### config.mk
export PLATFORM = sky130hd
export DESIGN_NAME = ref_mod_counter
export DESIGN_NICKNAME = d
export VERILOG_FILES = /design/src/rtl/ref_count_pkg.sv /design/src/rtl/ref_prescaler.sv /design/src/rtl/ref_mod_counter.sv
export SDC_FILE = /design/constraint.sdc
export NUM_CORES = 1
export LEC_CHECK = 0
export CAP_MARGIN = 20
export CELL_PAD_IN_SITES_DETAIL_PLACEMENT = 1
export CELL_PAD_IN_SITES_GLOBAL_PLACEMENT = 1
export CORE_ASPECT_RATIO = 0.75
export CORE_MARGIN = 1
export CORE_UTILIZATION = 41
export CTS_CLUSTER_DIAMETER = 200
export DETAILED_ROUTE_END_ITERATION = 10
export HOLD_SLACK_MARGIN = 0.12
export PLACE_DENSITY_LB_ADDON = 0.15
export SYNTH_ARGS = -nofsm -noshare
export SYNTH_HDL_FRONTEND = slang
export SYNTH_SLANG_ARGS = --single-unit
### constraint.sdc
create_clock -name clk5 -period 3.9 [get_ports clk5]
set_input_delay 0.78 -clock clk5 [delete_from_list [all_inputs] [get_ports clk5]]
set_output_delay 0.78 -clock clk5 [all_outputs]
set_load 0.01 [all_outputs]
### src/rtl/ref_count_pkg.sv
// ref_count_pkg: shared mode and direction encodings for the reference modulo counter.
// Latency: n/a (constants only).
// Backpressure: n/a.
package ref_count_pkg;

    // Count mode encodings driven on the counter's mode input
    localparam logic [1:0] MODE_UP   = 2'd0;
    localparam logic [1:0] MODE_DOWN = 2'd1;
    localparam logic [1:0] MODE_UPDN = 2'd2;
    localparam logic [1:0] MODE_HOLD = 2'd3;

    // Direction flag values as seen on the dir output
    localparam logic DIR_UP = 1'b1;
    localparam logic DIR_DN = 1'b0;

endpackage

### src/rtl/ref_prescaler.sv
// ref_prescaler: divides enabled cycles so the counter advances once every pre_div+1 of them.
// Latency: tick is combinational from the internal phase counter; phase updates on clk5.
// Backpressure: none; the phase counter holds while en5 is low.
// Ports: clk5/reset5 (async, active-high) clock and reset; en5 enable;
//        pre_div division ratio minus one; tick high on the cycle the counter may advance.
// Only compiled when REF_COUNT_PRESCALE_EN is defined.
`ifdef REF_COUNT_PRESCALE_EN
module ref_prescaler #(
    parameter int PW = 8
) (
    input  logic          clk5,
    input  logic          reset5,
    input  logic          en5,
    input  logic [PW-1:0] pre_div,
    output logic          tick
);

    logic [PW-1:0] cnt_q;
    logic [PW-1:0] cnt_d;

    // >= rather than == so a runtime decrease of pre_div cannot strand the phase above it
    assign tick = (cnt_q >= pre_div);

    always_comb begin
        cnt_d = cnt_q;
        if (en5) begin
            cnt_d = tick ? '0 : cnt_q + 1'b1;
        end
    end

    always_ff @(posedge clk5 or posedge reset5) begin
        if (reset5) begin
            cnt_q <= '0;
        end else begin
            cnt_q <= cnt_d;
        end
    end

endmodule
`endif

### src/rtl/ref_mod_counter.sv
// ref_mod_counter: modulo up/down/triangle counter with shadowed runtime limit and registered compare.
// Latency: tc is combinational (Mealy); q5/dir update on the enabled clk5 edge; cmp_out lags q5 by one cycle.
// Backpressure: none; en5 low freezes count state while the limit shadow and cmp_out keep updating.
// Ports: clk5, reset5 (async, active-high); en5 count enable; mode 0=up 1=down 2=up-down 3=hold;
//        limit_in/limit_wr program the pending limit; cmp_in compare threshold;
//        q5 count, dir direction (1=up), tc terminal-count pulse, cmp_out registered (q5 < cmp_in).
// Optional: define REF_COUNT_PRESCALE_EN to add parameter PW and input pre_div (advance every pre_div+1 enabled cycles).
module ref_mod_counter
    import ref_count_pkg::*;
#(
    parameter int W         = 5,
    parameter int DEF_LIMIT = 20
`ifdef REF_COUNT_PRESCALE_EN
    ,
    parameter int PW        = 8
`endif
) (
    input  logic          clk5,
    input  logic          reset5,
    input  logic          en5,
    input  logic [1:0]    mode,
    input  logic [W-1:0]  limit_in,
    input  logic          limit_wr,
    input  logic [W-1:0]  cmp_in,
`ifdef REF_COUNT_PRESCALE_EN
    input  logic [PW-1:0] pre_div,
`endif
    output logic [W-1:0]  q5,
    output logic          dir,
    output logic          tc,
    output logic          cmp_out
);

    localparam logic [W-1:0] DEF_L = W'(DEF_LIMIT);

    logic [W-1:0] q5_q,   q5_d;
    logic         dir_q,  dir_d;
    logic [W-1:0] lim_q,  lim_d;
    logic [W-1:0] pend_q, pend_d;
    logic         pv_q,   pv_d;
    logic         cmp_q;

    logic         tick;
    logic         adv;
    logic         tc_c;

`ifdef REF_COUNT_PRESCALE_EN
    ref_prescaler #(
        .PW      (PW)
    ) u_prescaler (
        .clk5    (clk5),
        .reset5  (reset5),
        .en5     (en5),
        .pre_div (pre_div),
        .tick    (tick)
    );
`else
    assign tick = 1'b1;
`endif

    // A counting edge: enabled, prescaler ready, and not in hold mode
    assign adv = en5 & tick & (mode != MODE_HOLD);

    // Terminal count against the limit currently in force
    always_comb begin
        tc_c = 1'b0;
        if (adv) begin
            if (lim_q == '0) begin
                tc_c = 1'b1;
            end else begin
                case (mode)
                    MODE_UP:   tc_c = (q5_q == lim_q);
                    MODE_DOWN: tc_c = (q5_q == '0);
                    MODE_UPDN: tc_c = (q5_q == '0) && (dir_q == DIR_DN);
                    default:   tc_c = 1'b0;
                endcase
            end
        end
    end

    // Limit shadow: a write lands in pending, and pending is promoted only at a wrap,
    // so the active limit never changes in the middle of a period.
    always_comb begin
        lim_d  = lim_q;
        pend_d = pend_q;
        pv_d   = pv_q;
        if (tc_c) begin
            if (limit_wr) begin
                lim_d = limit_in;
            end else if (pv_q) begin
                lim_d = pend_q;
            end
            pv_d = 1'b0;
        end else if (limit_wr) begin
            pend_d = limit_in;
            pv_d   = 1'b1;
        end
    end

    // Count next-state. Wrap targets use lim_d so a limit promoted at this wrap
    // is already the bound for the new period.
    always_comb begin
        q5_d  = q5_q;
        dir_d = dir_q;
        if (adv) begin
            if (lim_d == '0) begin
                q5_d = '0;
            end else begin
                case (mode)
                    MODE_UP: begin
                        q5_d  = tc_c ? '0 : q5_q + 1'b1;
                        dir_d = DIR_UP;
                    end
                    MODE_DOWN: begin
                        q5_d  = (q5_q == '0) ? lim_d : q5_q - 1'b1;
                        dir_d = DIR_DN;
                    end
                    MODE_UPDN: begin
                        if (dir_q == DIR_UP) begin
                            if (q5_q >= lim_d) begin
                                q5_d  = lim_d - 1'b1;
                                dir_d = DIR_DN;
                            end else begin
                                q5_d  = q5_q + 1'b1;
                            end
                        end else begin
                            if (q5_q == '0) begin
                                q5_d  = W'(1);
                                dir_d = DIR_UP;
                            end else begin
                                q5_d  = q5_q - 1'b1;
                            end
                        end
                    end
                    default: begin
                        q5_d  = q5_q;
                        dir_d = dir_q;
                    end
                endcase
            end
        end
    end

    always_ff @(posedge clk5 or posedge reset5) begin
        if (reset5) begin
            q5_q   <= '0;
            dir_q  <= DIR_UP;
            lim_q  <= DEF_L;
            pend_q <= DEF_L;
            pv_q   <= 1'b0;
            cmp_q  <= 1'b0;
        end else begin
            q5_q   <= q5_d;
            dir_q  <= dir_d;
            lim_q  <= lim_d;
            pend_q <= pend_d;
            pv_q   <= pv_d;
            cmp_q  <= (q5_q < cmp_in);
        end
    end

    assign q5      = q5_q;
    assign dir     = dir_q;
    assign tc      = tc_c;
    assign cmp_out = cmp_q;

endmodule

### Yosys cells after proc, flatten, opt, wreduce, memory -nomap -nowiden

Index checks and enable logic that the tools add are counted.

* equality and inequality tests: 4
* reductions and logical operators: 11
* bitwise logic cells: 4
* $lt $le $gt $ge: 2
* add/sub/neg operators: 3
* mux-type cells: 19

Operators by type and width (number)
* 2-to-1 mux 5 bit: 9
* zero test 5 bit: 3
* case mux 5 bit (3 select lines): 1
* subtractor 5 x 1 -> 5 bit, second input constant: 2
* 2-to-1 mux 1 bit: 7
* case mux 1 bit (3 select lines): 2
* adder 5 x 1 -> 5 bit, second input constant: 1
* equality test 5 bit: 1
* >= comparator 5 bit: 1
* < comparator 5 bit: 1
* AND reduction 2 bit: 2
* nonzero test 4 bit: 1
* inverter 1 bit: 3
* AND reduction 3 bit: 1
* nonzero test 3 bit: 1
* equality test 2 x 1 -> 1 bit, second input constant: 1
* equality test 2 bit, second input constant: 1
* zero test 2 bit: 1
* inequality test 2 bit, second input constant: 1
* nonzero test 2 bit: 1
* bitwise AND 1 bit: 1
* logical AND 1 bit: 1

* logic and storage cells: 49
* output and inout bits: 8
* bits in registers: 18
* bits of input ports: 16

### Logic depth before layout (Yosys ltp)

* depth in word-level cells: 11
* mapped depth: 18

### Worst setup path before layout

OpenSTA, ideal clock, no wires.

* kind: input to register
* start: input port mode[0]
* end: register q5_q[2], in the netlist q5[2]
* data arrival time: 3.873 ns
* required time: 3.774 ns
* stages on the path: 17
* slack: -0.099 ns
* buffers on the path: 0
* cells stage by stage: inv_1 > ha_1 > nor2b_1 > o21a_1 > a311o_2 > a31o_1 > and2_0 > ha_1 > nand2b_1 > a21oi_1 > nand2_1 > nor3_1 > a311oi_1 > o31a_1 > o221a_2 > a31oi_1 > o21ai_1

* word-level cells in the longest chain between the ends: 10
* elaborated cells between the ends (all ways): 20
* those cells by class: 1 x add/sub; 1 x order compare; 3 x eq/ne; 10 x mux; 1 x bitwise; 4 x reduce/logical

RTL lines
* from (decl): line ref_mod_counter.sv:21 `input logic [1:0] mode,`
* equality test 2 bit, or another cell as far along: line ref_mod_counter.sv:71 `case (mode)`
* case mux 1 bit (3 select lines): line ref_mod_counter.sv:71
* 2-to-1 mux 1 bit: line ref_mod_counter.sv:68 `if (lim_q == '0) begin`
* 2-to-1 mux 1 bit *: line ref_mod_counter.sv:67 `if (adv) begin`
* 2-to-1 mux 5 bit *: line ref_mod_counter.sv:87 `if (tc_c) begin`
* via lim_d[0]: line ref_mod_counter.sv:38 `logic [W-1:0] lim_q, lim_d;`
* subtractor 5 x 1 -> 5 bit or >= comparator 5 bit (tied branches): line ref_mod_counter.sv:121, ref_mod_counter.sv:120
* 2-to-1 mux 5 bit: line ref_mod_counter.sv:120 `if (q5_q >= lim_d) begin`
* 2-to-1 mux 5 bit: line ref_mod_counter.sv:119 `if (dir_q == DIR_UP) begin`
* case mux 5 bit (3 select lines): line ref_mod_counter.sv:109 `case (mode)`
* 2-to-1 mux 5 bit: line ref_mod_counter.sv:106 `if (lim_d == '0) begin`
* to (signal assigned): line ref_mod_counter.sv:153 `q5_q <= q5_d;`
* to (decl): line ref_mod_counter.sv:36 `logic [W-1:0] q5_q, q5_d;`

Mark *: on every way through the listed nets, which the timed path passes. The rest lies on a longest branch.
A chain may end at the register's enable or synchronous reset.

### Final worst setup path

* start: input port mode[0]
* end: register dir_q, in the netlist dir

* word-level cells in the longest chain between the ends: 9
* elaborated cells between the ends (all ways): 17
* those cells by class: 1 x order compare; 3 x eq/ne; 7 x mux; 2 x bitwise; 4 x reduce/logical

RTL lines
* equality test 2 bit, or another cell as far along: line ref_mod_counter.sv:71
* case mux 1 bit (3 select lines): line ref_mod_counter.sv:71
* 2-to-1 mux 1 bit: line ref_mod_counter.sv:68
* 2-to-1 mux 1 bit *: line ref_mod_counter.sv:67
* 2-to-1 mux 5 bit *: line ref_mod_counter.sv:87
* via lim_d[0]: line ref_mod_counter.sv:38
* >= comparator 5 bit: line ref_mod_counter.sv:120
* 2-to-1 mux 1 bit: line ref_mod_counter.sv:120
* 2-to-1 mux 1 bit: line ref_mod_counter.sv:119
* case mux 1 bit (3 select lines): line ref_mod_counter.sv:109
* to (signal assigned): line ref_mod_counter.sv:154 `dir_q <= dir_d;`
* to (decl): line ref_mod_counter.sv:37 `logic dir_q, dir_d;`

Marks and branches as above.

==> flow_metrics.env <==
export IMPL_core_um2=4100
export IMPL_gr_total_overflow=0
export IMPL_cp_data_required_time_ns=4.08
export IMPL_finalCoreUtilization_pct=60.9
export IMPL_fin_hold_ws_ns=0.520
export IMPL_dieArea_um2=4610
export IMPL_crit_path_end_kind="flop"
export IMPL_area_growth_pct=40.4
export IMPL_timing_hold_violations_final=0
export IMPL_arrival_ns=3.98
export IMPL_drc=0
export IMPL_total_leakage_power_nw=1.11
export IMPL_dr_total_vias=1930
export IMPL_powerDensity_nw_per_um2=858
export IMPL_worst_skew_pair_late_latency_ns=0.26
export IMPL_syn_inst=212
export IMPL_clkTransAtPathRegs_ns=0.07
export IMPL_synth_cell_type_count=64
export IMPL_track_usage_pct=31.1
export IMPL_grt_pass1_vias=2056
export IMPL_grt_max_degree=19
export IMPL_final_cells=327
export IMPL_ys_flop_type="dfrtp_1"
export IMPL_start_kind="input port"
export IMPL_synth_top_area_cell="dfrtp_1"
export IMPL_cts_sinks=18
export IMPL_worstSetupPathType="in -> reg"
export IMPL_die_y_um=59.1
export IMPL_synth_top_area_share_pct=18.3
export IMPL_finalSetupViolations=0
export IMPL_slew_violations=0
export IMPL_worst_slack_ns=0.102
export IMPL_antenna_found_initial=0
export IMPL_antennaDiodeCount=0
export IMPL_syn_area_per_cell_um2=8.40
export IMPL_fp_row_count=20
export IMPL_dpl_hpwl_mm=5.30
export IMPL_place_congestion=0.935
export IMPL_fillCellCount=505
export IMPL_dp_cells=322
export IMPL_maxCapViolCount=0
export IMPL_finClkSkew_ns=0.00679
export IMPL_ioPinCount=24
export IMPL_hp_start="pend_q[1]"
export IMPL_synth_warnings=0
export IMPL_slew_headroom_pct=45.6
export IMPL_numCtsBuffers=3
export IMPL_dr_pass1_iters=4
export IMPL_cts_tree="done"
export IMPL_critical_path_startpoint="mode[0]"
export IMPL_final_antenna_net_count=0
export IMPL_die_x_um=78.1
export IMPL_initial_core_util_pct=43.4
export IMPL_finalWorstPathRequiredPeriod_ns=3.80
export IMPL_hp_class="reg -> reg"
export IMPL_clock_root_buffer="clkbuf_8"
export IMPL_async_reset_ff_share_pct=100
export IMPL_grt_pass1_wl_mm=10.7
export IMPL_fin_crit_sh_pct=97.4
export IMPL_wl_mm=6.74
export IMPL_reg2reg_slack_ns=0.16
export IMPL_synth_seq_cells=18
export IMPL_synth_edf_count=0
export IMPL_vdd_ir_drop_max_v=0.000346
export IMPL_htreeDepth=1
export IMPL_wl_per_cell_um=20.6
export IMPL_status="complete, no violations"
export IMPL_max_clock_path_buffers=2
export IMPL_worst_slew_pin_slew_ns=0.815
export IMPL_vias_per_cell=5.90
export IMPL_ys_seq_area_share_pct=25.7
export IMPL_synth_area_um2=1780
export IMPL_postCtsHoldBufs=0
export IMPL_io_buffers=23
export IMPL_drive_gt1_share_pct=32.4
export IMPL_layout_nets=303
export IMPL_place_ws_ns=-0.694
export IMPL_critPathMaxFanout=5
export IMPL_synth_top_cells_by_area="dfrtp_1, ha_1, dfstp_2"
export IMPL_rr_startpoint="q5[1]"
export IMPL_syn_nets=242
export IMPL_drt_iter0_markers=97
export IMPL_timing_fmax_mhz=263
worst max-delay path: stages:
cell	delay (ns)
buf_4	0.12
inv_6	0.04
ha_4	0.15
nor2b_4	0.13
o21a_1	0.18
a311o_2	0.41
a31o_1	0.24
and2_4	0.15
ha_4	0.20
nand2b_4	0.14
a21oi_4	0.17
nand2_2	0.08
nor3_2	0.22
a311oi_2	0.08
o31a_1	0.33
nor2_1	0.29
a21oi_1	0.12
o22ai_1	0.16
layout by cell type (no fill, tap or decap), types with 3 or more instances in the layout:
master	count
a21oi_1	12
a31oi_1	4
buf_4	42
clkbuf_8	4
clkdlybuf4s50_1	21
dfrtp_1	13
dfstp_2	5
ha_1	10
ha_4	3
inv_1	16
mux2_2	5
nand2_1	7
nand3_1	9
nor2_1	19
nor4_1	3
o21a_1	3
o21ai_0	13
o21ai_1	6
o22ai_1	4
xor2_1	9
Yosys cell counts (all sizes together) (2+ instances only):
master	instances
a311oi	2
ha	14
mux2i	2
a22oi	2
xor2	9
xnor2	2
a21o	3
nor4	3
a32oi	2
nor2b	4
dfstp	5
nand2	9
o221ai	2
nand3	9
or3	2
buf	5
mux2	5
nor3	3
a31o	2
o22ai	5
o21ai	19
a211oi	2
inv	19
a31oi	4
a21boi	2
a21oi	15
and2	3
nor2	19
o21a	3
nand2b	3
dfrtp	13
clkbuf	2
state kept, by name, summed over array words and instances, names as in the netlist:
register	flops
q5	5
dir	1
pend_q	5
pv_q	1
cmp_out	1
lim_q	5
layer usage:
| layer | wire length [um] | vias to the layer above | global-route usage [%] |
|---|---|---|---|
| met5 | 0 | - | 0 |
| met4 | 39 | 0 | 5.82 |
| met3 | 355 | 4 | 5.08 |
| met2 | 3310 | 50 | 54.3 |
| met1 | 3030 | 979 | 41.5 |
| li1 | - | 897 | - |
report_power, final:
group	internal (mW)	switching [mW]
logic	0.753	0.857
clock network	0.0900	0.0710
registers	0.273	0.101
cell families after synthesis:
| kind of cell | share of synthesized area [%] |
|---|---|
| AOI/OAI and AO/OA | 29.9 |
| xor gates and xnor gates | 5.41 |
| adders and majority gates | 9.84 |
| buffers and inverters | 7.24 |
| DFF | 25.7 |
| muxes | 4.29 |
| and+or+nand+nor | 17.6 |
metrics by stage:
step | setup TNS (ns) | power, mW | instance area [um2]
after CTS | 0 | 2.08 | 2470
after floorplan | 0 | 1.23 | 1840
after global placement | -3.26 | 1.78 | 2380
after detailed placement | -3.93 | 1.85 | 2380
after global routing | -0.00697 | 2.28 | 2500
final | 0 | 2.15 | 2500
timing repair:
action,in CTS,in global routing
setup buffers,0,1
pin swaps,4,9
endpoints found under the setup margin,7,6
gates resized for setup,12,9
area by class of cell:
| cell class | count | area, um2 | area share, % |
|---|---|---|---|
| Multi-Input combinational cell | 167 | 1310 | 52.4 |
| Timing Repair Buffer | 63 | 526 | 21.0 |
| Sequential cell | 18 | 457 | 18.3 |
| Inverter | 20 | 83.8 | 3.35 |
| Tap cell | 55 | 68.8 | 2.75 |
| Clock buffer | 4 | 55.1 | 2.20 |
final timing paths:
check / endpoint / depth (start not counted)
max: dir / 18
min: pend_q[1] / 1
max reg2reg: dir / 18
min reg2reg: pend_q[1] / 1
max in group asynchronous: q5[0] / 2
min in group asynchronous: pend_q[3] / 2
(Power assumes the default switching activity.)
==> variant 1: new RTL, config.mk and constraints unchanged <==
Set the parameter `W` to 6 (it was 5).
--- a/src/rtl/ref_mod_counter.sv
+++ b/src/rtl/ref_mod_counter.sv
@@ -10,3 +10,3 @@
 #(
-    parameter int W         = 5,
+    parameter int W         = 6,
     parameter int DEF_LIMIT = 20
Ports: changed (resized cmp_in, limit_in and q5); port bits go from 24 to 27. No check against the original RTL was run, so the function may have changed too.
==> variant 1 against the unedited design <==
The flow now finishes with violations (DRC). Worst setup slack got worse by 75 ps. Maximum frequency decreased by 1.9%. Cell count increased by 13%. Power increased by 13%. Critical path depth unchanged. Worst hold slack got worse by 3.4 ps. Die area increased by 17%. Design area increased by 16%. Non-clock buffer count increased by 8. Utilization decreased by 1.8 points. Routed wire length increased by 17%. Area after synthesis increased by 18%. Sequential cell count increased by 3. Critical path type unchanged. Critical endpoint is now q5[2]. Highest routed layer unchanged.
==> variant 1: results (changes against the unedited design) <==
[route]
drt-initial-drc-count=172  ; +77%
routed_wirelength_um=7849  ; +17%
post_drt_wl_per_cell_um=21.33  ; +3.5%
route.detailed.drc=2  ; +2
drt_pre_antenna_iters=8  ; +4
via_per_inst=6.008  ; +1.8%

[synthesis]
ys_async_rst_share_pct=100.0  ; unchanged
seq_total_area_yosys_pct=25.40  ; -0.25 points
synth_flop_cell=sky130_fd_sc_hd__dfrtp_1
net_count_after_synthesis=278  ; +15%
synthesis.yosys.warnings=0  ; unchanged
synth_top_cells_by_area=sky130_fd_sc_hd__dfrtp_1 (19%), sky130_fd_sc_hd__ha_1 (9.6%), sky130_fd_sc_hd__dfstp_2 (6.3%), sky130_fd_sc_hd__mux2_2 (5.4%), sky130_fd_sc_hd__o21ai_0 (4.3%)
synthDistinctLibCells=57  ; -11%
yosys-top-cells-count=sky130_fd_sc_hd__nand2_1 (22), sky130_fd_sc_hd__inv_1 (18), sky130_fd_sc_hd__o21ai_0 (18), sky130_fd_sc_hd__dfrtp_1 (16), sky130_fd_sc_hd__ha_1 (16)
synth.avg_cell_area_um2=8.579  ; +2.1%

[place]
gp_congestion=0.9012  ; -3.7%
pre_cts_ws_ps=-669.8  ; +24.23 ps
place_inst=357  ; +11%
post-dp-hpwl_um=5342  ; +0.86%
io_buffer_count=26  ; +13%

[cts]
cts_inserted_buffers=3  ; unchanged
cts.path.max_buffers=2  ; unchanged
htree_levels=1  ; unchanged
clockRootBuffer=sky130_fd_sc_hd__clkbuf_8
cts.clk_slew.worst_paths_ps=90  ; +20 ps
worst_skew_pair.late_latency_ps=280  ; +20 ps

[worst_setup_path]
worst-endpoint-arrival_ps=4030  ; +50 ps
cell_family_with_the_largest_share_of_critical_path_delay=compound AO/OA/AOI/OAI gates
critical_path.max_fanout=4  ; -1
timing.critical_path.slowest_cell_delay_ps=290  ; -120 ps
crit_slowest_cell=sky130_fd_sc_hd__ha_1

[grt]
grt_antenna_before_repair=0  ; unchanged
grt_start_max_net_pins=22  ; +3
vias_in_the_first_global_route=2121  ; +3.2%
grt_first_pass_wirelength_um=11150  ; +4.7%
groute.usage.overall_pct=27.27  ; -3.9 points

[final_layout]
finish.net_count=343  ; +13%
fraction_of_layout_cells_with_a_size_suffix_above_1_pct=31.17  ; -1.2 points
fill_cells=573  ; +13%
ant_diodes=0  ; unchanged

[power]
vdd_ir_drop_max_mv=0.3669  ; +6.0%
sequential_power_mw=0.452  ; +21%
power_leakage_nw=1.312  ; +19%
combPwrFrac_pct=74.7  ; -0.4 points
cell_internal_pwr_mw=1.233  ; +10%
p_seq_share_pct=18.7  ; +1.3 points

[hold_path]
hold_class=flop to flop

[run_status]
failed_checks=DRC
run_status=finished with violations

[sta]
rel_slew_slack_pct=40.17  ; -5.4 points
skew_ps=3.940  ; -2.847 ps

[variant 1: cell families (layout without fill, tap and decap cells)]
kind of cell,count (synthesis),after routing,share of synthesized area (%)
buf+inv,29,93,6.395
simple gates,71,71,17.28
compound gates,74,74,25.82
fa+ha+maj,16,16,9.564
flops,21,21,25.40
mux,18,18,9.265
xor+xnor,15,15,6.276
[variant 1: what timing repair did]
| action | 4_1_cts | 5_1_grt |
|---|---|---|
| pin swaps | 6 | 12 |
| gates resized for setup | 8 | 21 |
| buffers inserted | 4 | 3 |
| setup endpoints to repair | 8 | 7 |
[variant 1: per-stage QoR]
stage	instance area, um2	setup TNS (ps)
after floorplan	2165	-9.518
after global placement	2710	-3112
after detailed placement	2710	-4110
after CTS	2794	0
after global routing	2894	-187.3
final	2894	0
[variant 1: worst paths after layout]
check | startpoint | end | slack [ps] | depth (start not counted)
min | pend_q[3] | pend_q[3] | 520 | 1
max reg2reg | q5[0] | q5[2] | 60 | 18
min in group asynchronous | reset5 | lim_q[3] | 990 | 2
min reg2reg | pend_q[3] | pend_q[3] | 520 | 1
max | mode[0] | q5[2] | 30 | 18
max in group asynchronous | reset5 | q5[5] | 2300 | 2
[variant 1: cell type report]
class                           count  area [um2]  area share, %
Multi-Input combinational cell    194        1567          54.13
Timing Repair Buffer               71       594.3          20.54
Sequential cell                    21       533.0          18.42
Inverter                           18       80.08          2.767
Tap cell                           60       75.07          2.594
Clock buffer                        4       45.04          1.556
[variant 1: metal layers]
layer,GRT usage (%),share of wire (%),vias to the layer above
met4,6.780,2.1,0
met5,0,0,-
met1,39.84,46,1094
met2,42.17,46,86
met3,4.005,5.2,21
li1,-,-,1010
==> variant 2: new RTL, config.mk and constraints unchanged <==
Made on the original files. Register the output `tc`, with the module's reset; this adds one clock of latency there. The other outputs are not delayed to match. Comments in the files are not updated.
--- a/src/rtl/ref_mod_counter.sv
+++ b/src/rtl/ref_mod_counter.sv
@@ -163,3 +163,9 @@
     assign dir     = dir_q;
-    assign tc      = tc_c;
+    always_ff @(posedge clk5 or posedge reset5) begin
+        if (reset5) begin
+            tc <= '0;
+        end else begin
+            tc <= tc_c;
+        end
+    end
     assign cmp_out = cmp_q;
Behaviour: not the same (Yosys sat finds a counterexample within 4 cycles, from zero or initial values and one cycle with reset5 high).
==> variant 2 against the unedited design <==
The run now ends with setup timing left. Design area grew 12%. Utilization rose by 6.8 points. Power grew 13%. Register-to-register slack worse by 660 ps. Sequential cell count is 1 higher. Area after synthesis up 1.6%. Routed wire length rose by 50%. Count of clock-buffer cells in the layout is 1 lower. Worst setup slack got worse by 600 ps. Critical path type is now flop to flop. Critical endpoint is now q5[3].
==> variant 2: results (changes against the unedited design) <==
[power]
powerComb_mw=1.87  ; +16%
vdd_ir_drop_max_mv=0.5575  ; +61%
power_per_cell_area_nw_per_um2=868.3  ; +1.2%
p_seq_share_pct=16.4  ; -1.0 points
switching_share_pct=51.15  ; +3.2 points

[final_layout]
fraction_of_layout_cells_with_a_size_suffix_above_1_pct=43.40  ; +11 points
non_clock_buffer_count=87  ; +38%
finish.net_count=319  ; +5.3%
design_area_um2=2794  ; +12%
multi_input_comb_area_um2=1389  ; +6.0%
register_area_um2=485.5  ; +6.3%
fill_cells=459  ; -9.1%
flops_and_latches=19  ; +1
inverters_excl_clock=18  ; -10%

[sta]
setup_viol=6  ; +6
final.setup.worst_slack_ps=-498.0  ; -600.4 ps
worst_hold_slack_ps=534.5  ; +14.79 ps
skew_ps=7.458  ; +0.6716 ps

[grt]
vias_in_the_first_global_route=2369  ; +15%
grt_first_pass_wirelength_um=13350  ; +25%
met2_usage_pct=68.20  ; +14 points
grtUsageMet3_pct=9.846  ; +4.8 points
grt_util_met1_pct=48.20  ; +6.7 points

[hold_path]
hp-start=pend_q[0]
min_delay_worst_endpoint=pend_q[0]

[worst_setup_path]
setup.worst_path.start_class=flop
timing.critical_path.to=q5[3]
r2r-start=q5[0]
critical_path.max_fanout=4  ; -1
worst-endpoint-arrival_ps=4600  ; +620 ps
reg2reg_setup_slack_ps=-500  ; -660 ps

[route]
route.met2.wl_um=4589  ; +39%
drt-initial-drc-count=322  ; +230%
routed-via-count=2311  ; +20%
routed_wirelength_um=10100  ; +50%
post_drt_wl_per_cell_um=29.45  ; +43%

[synthesis]
yosys.area_share.xor_xnor_pct=5.325  ; -0.086 points
postSynthCellCount=204  ; -3.8%
synthDistinctLibCells=56  ; -13%
post_synth_fa_ha_maj_area_fraction_pct=10.24  ; +0.40 points
synth_top_cells_by_area=sky130_fd_sc_hd__dfrtp_1 (19%), sky130_fd_sc_hd__ha_1 (9.7%), sky130_fd_sc_hd__dfstp_2 (7.3%), sky130_fd_sc_hd__a21oi_1 (4.1%), sky130_fd_sc_hd__mux2_2 (3.7%)
fraction_of_synthesized_area_in_multiplexers_pct=7.054  ; +2.8 points
seq_total_area_yosys_pct=26.63  ; +0.98 points

[place]
pre_cts_ws_ps=-680.2  ; +13.89 ps
placement.cell_area_um2=2395  ; +0.53%
post-dp-hpwl_um=5086  ; -4.0%
gp_congestion=0.9502  ; +1.6%
place_inst=312  ; -3.1%

[run_status]
failed_checks=setup timing
run_status=finished with violations

[cts]
cts.clk_slew.worst_paths_ps=90  ; +20 ps

## variant 2: cell count changes in the layout (fill, tap and decap cells not counted), moves of 4 or more
cell	unedited run	this run
sky130_fd_sc_hd__inv_1	16	11
sky130_fd_sc_hd__a31oi_1	4	0
sky130_fd_sc_hd__nand3_1	9	5
sky130_fd_sc_hd__o21ai_1	6	2
sky130_fd_sc_hd__buf_4	42	62
sky130_fd_sc_hd__nor2_1	19	12
sky130_fd_sc_hd__nor3_1	2	6
sky130_fd_sc_hd__nand2_1	7	14
## variant 2: critical path, cell delays in order (launching register included)
cell and delay, ps:
sky130_fd_sc_hd__dfrtp_2 450, sky130_fd_sc_hd__inv_4 90, sky130_fd_sc_hd__ha_4 130, sky130_fd_sc_hd__nor4b_4 310, sky130_fd_sc_hd__a21boi_4 310, sky130_fd_sc_hd__a311oi_4 80, sky130_fd_sc_hd__nor3_4 400, sky130_fd_sc_hd__buf_12 160
sky130_fd_sc_hd__a2bb2oi_4 160, sky130_fd_sc_hd__inv_2 60, sky130_fd_sc_hd__ha_4 220, sky130_fd_sc_hd__a21oi_4 200, sky130_fd_sc_hd__nand2_1 110, sky130_fd_sc_hd__nor3_2 300, sky130_fd_sc_hd__o311ai_2 140, sky130_fd_sc_hd__maj3_2 390
sky130_fd_sc_hd__a21o_1 210, sky130_fd_sc_hd__or4b_1 490, sky130_fd_sc_hd__nand4_1 110
## variant 2: logic make-up (layout without fill, tap and decap cells)
group	Yosys count	count (layout)
mux	12	12
xor+xnor	11	11
buf+inv	25	109
compound gates	58	58
simple gates	64	64
flops	19	19
fa+ha+maj	15	15
## variant 2: what timing repair did
| action | CTS | global route |
|---|---|---|
| setup endpoints to repair | 6 | 6 |
| gates resized for setup | 21 | 11 |
| pin swaps | 13 | 13 |
| setup buffers | 24 | 3 |
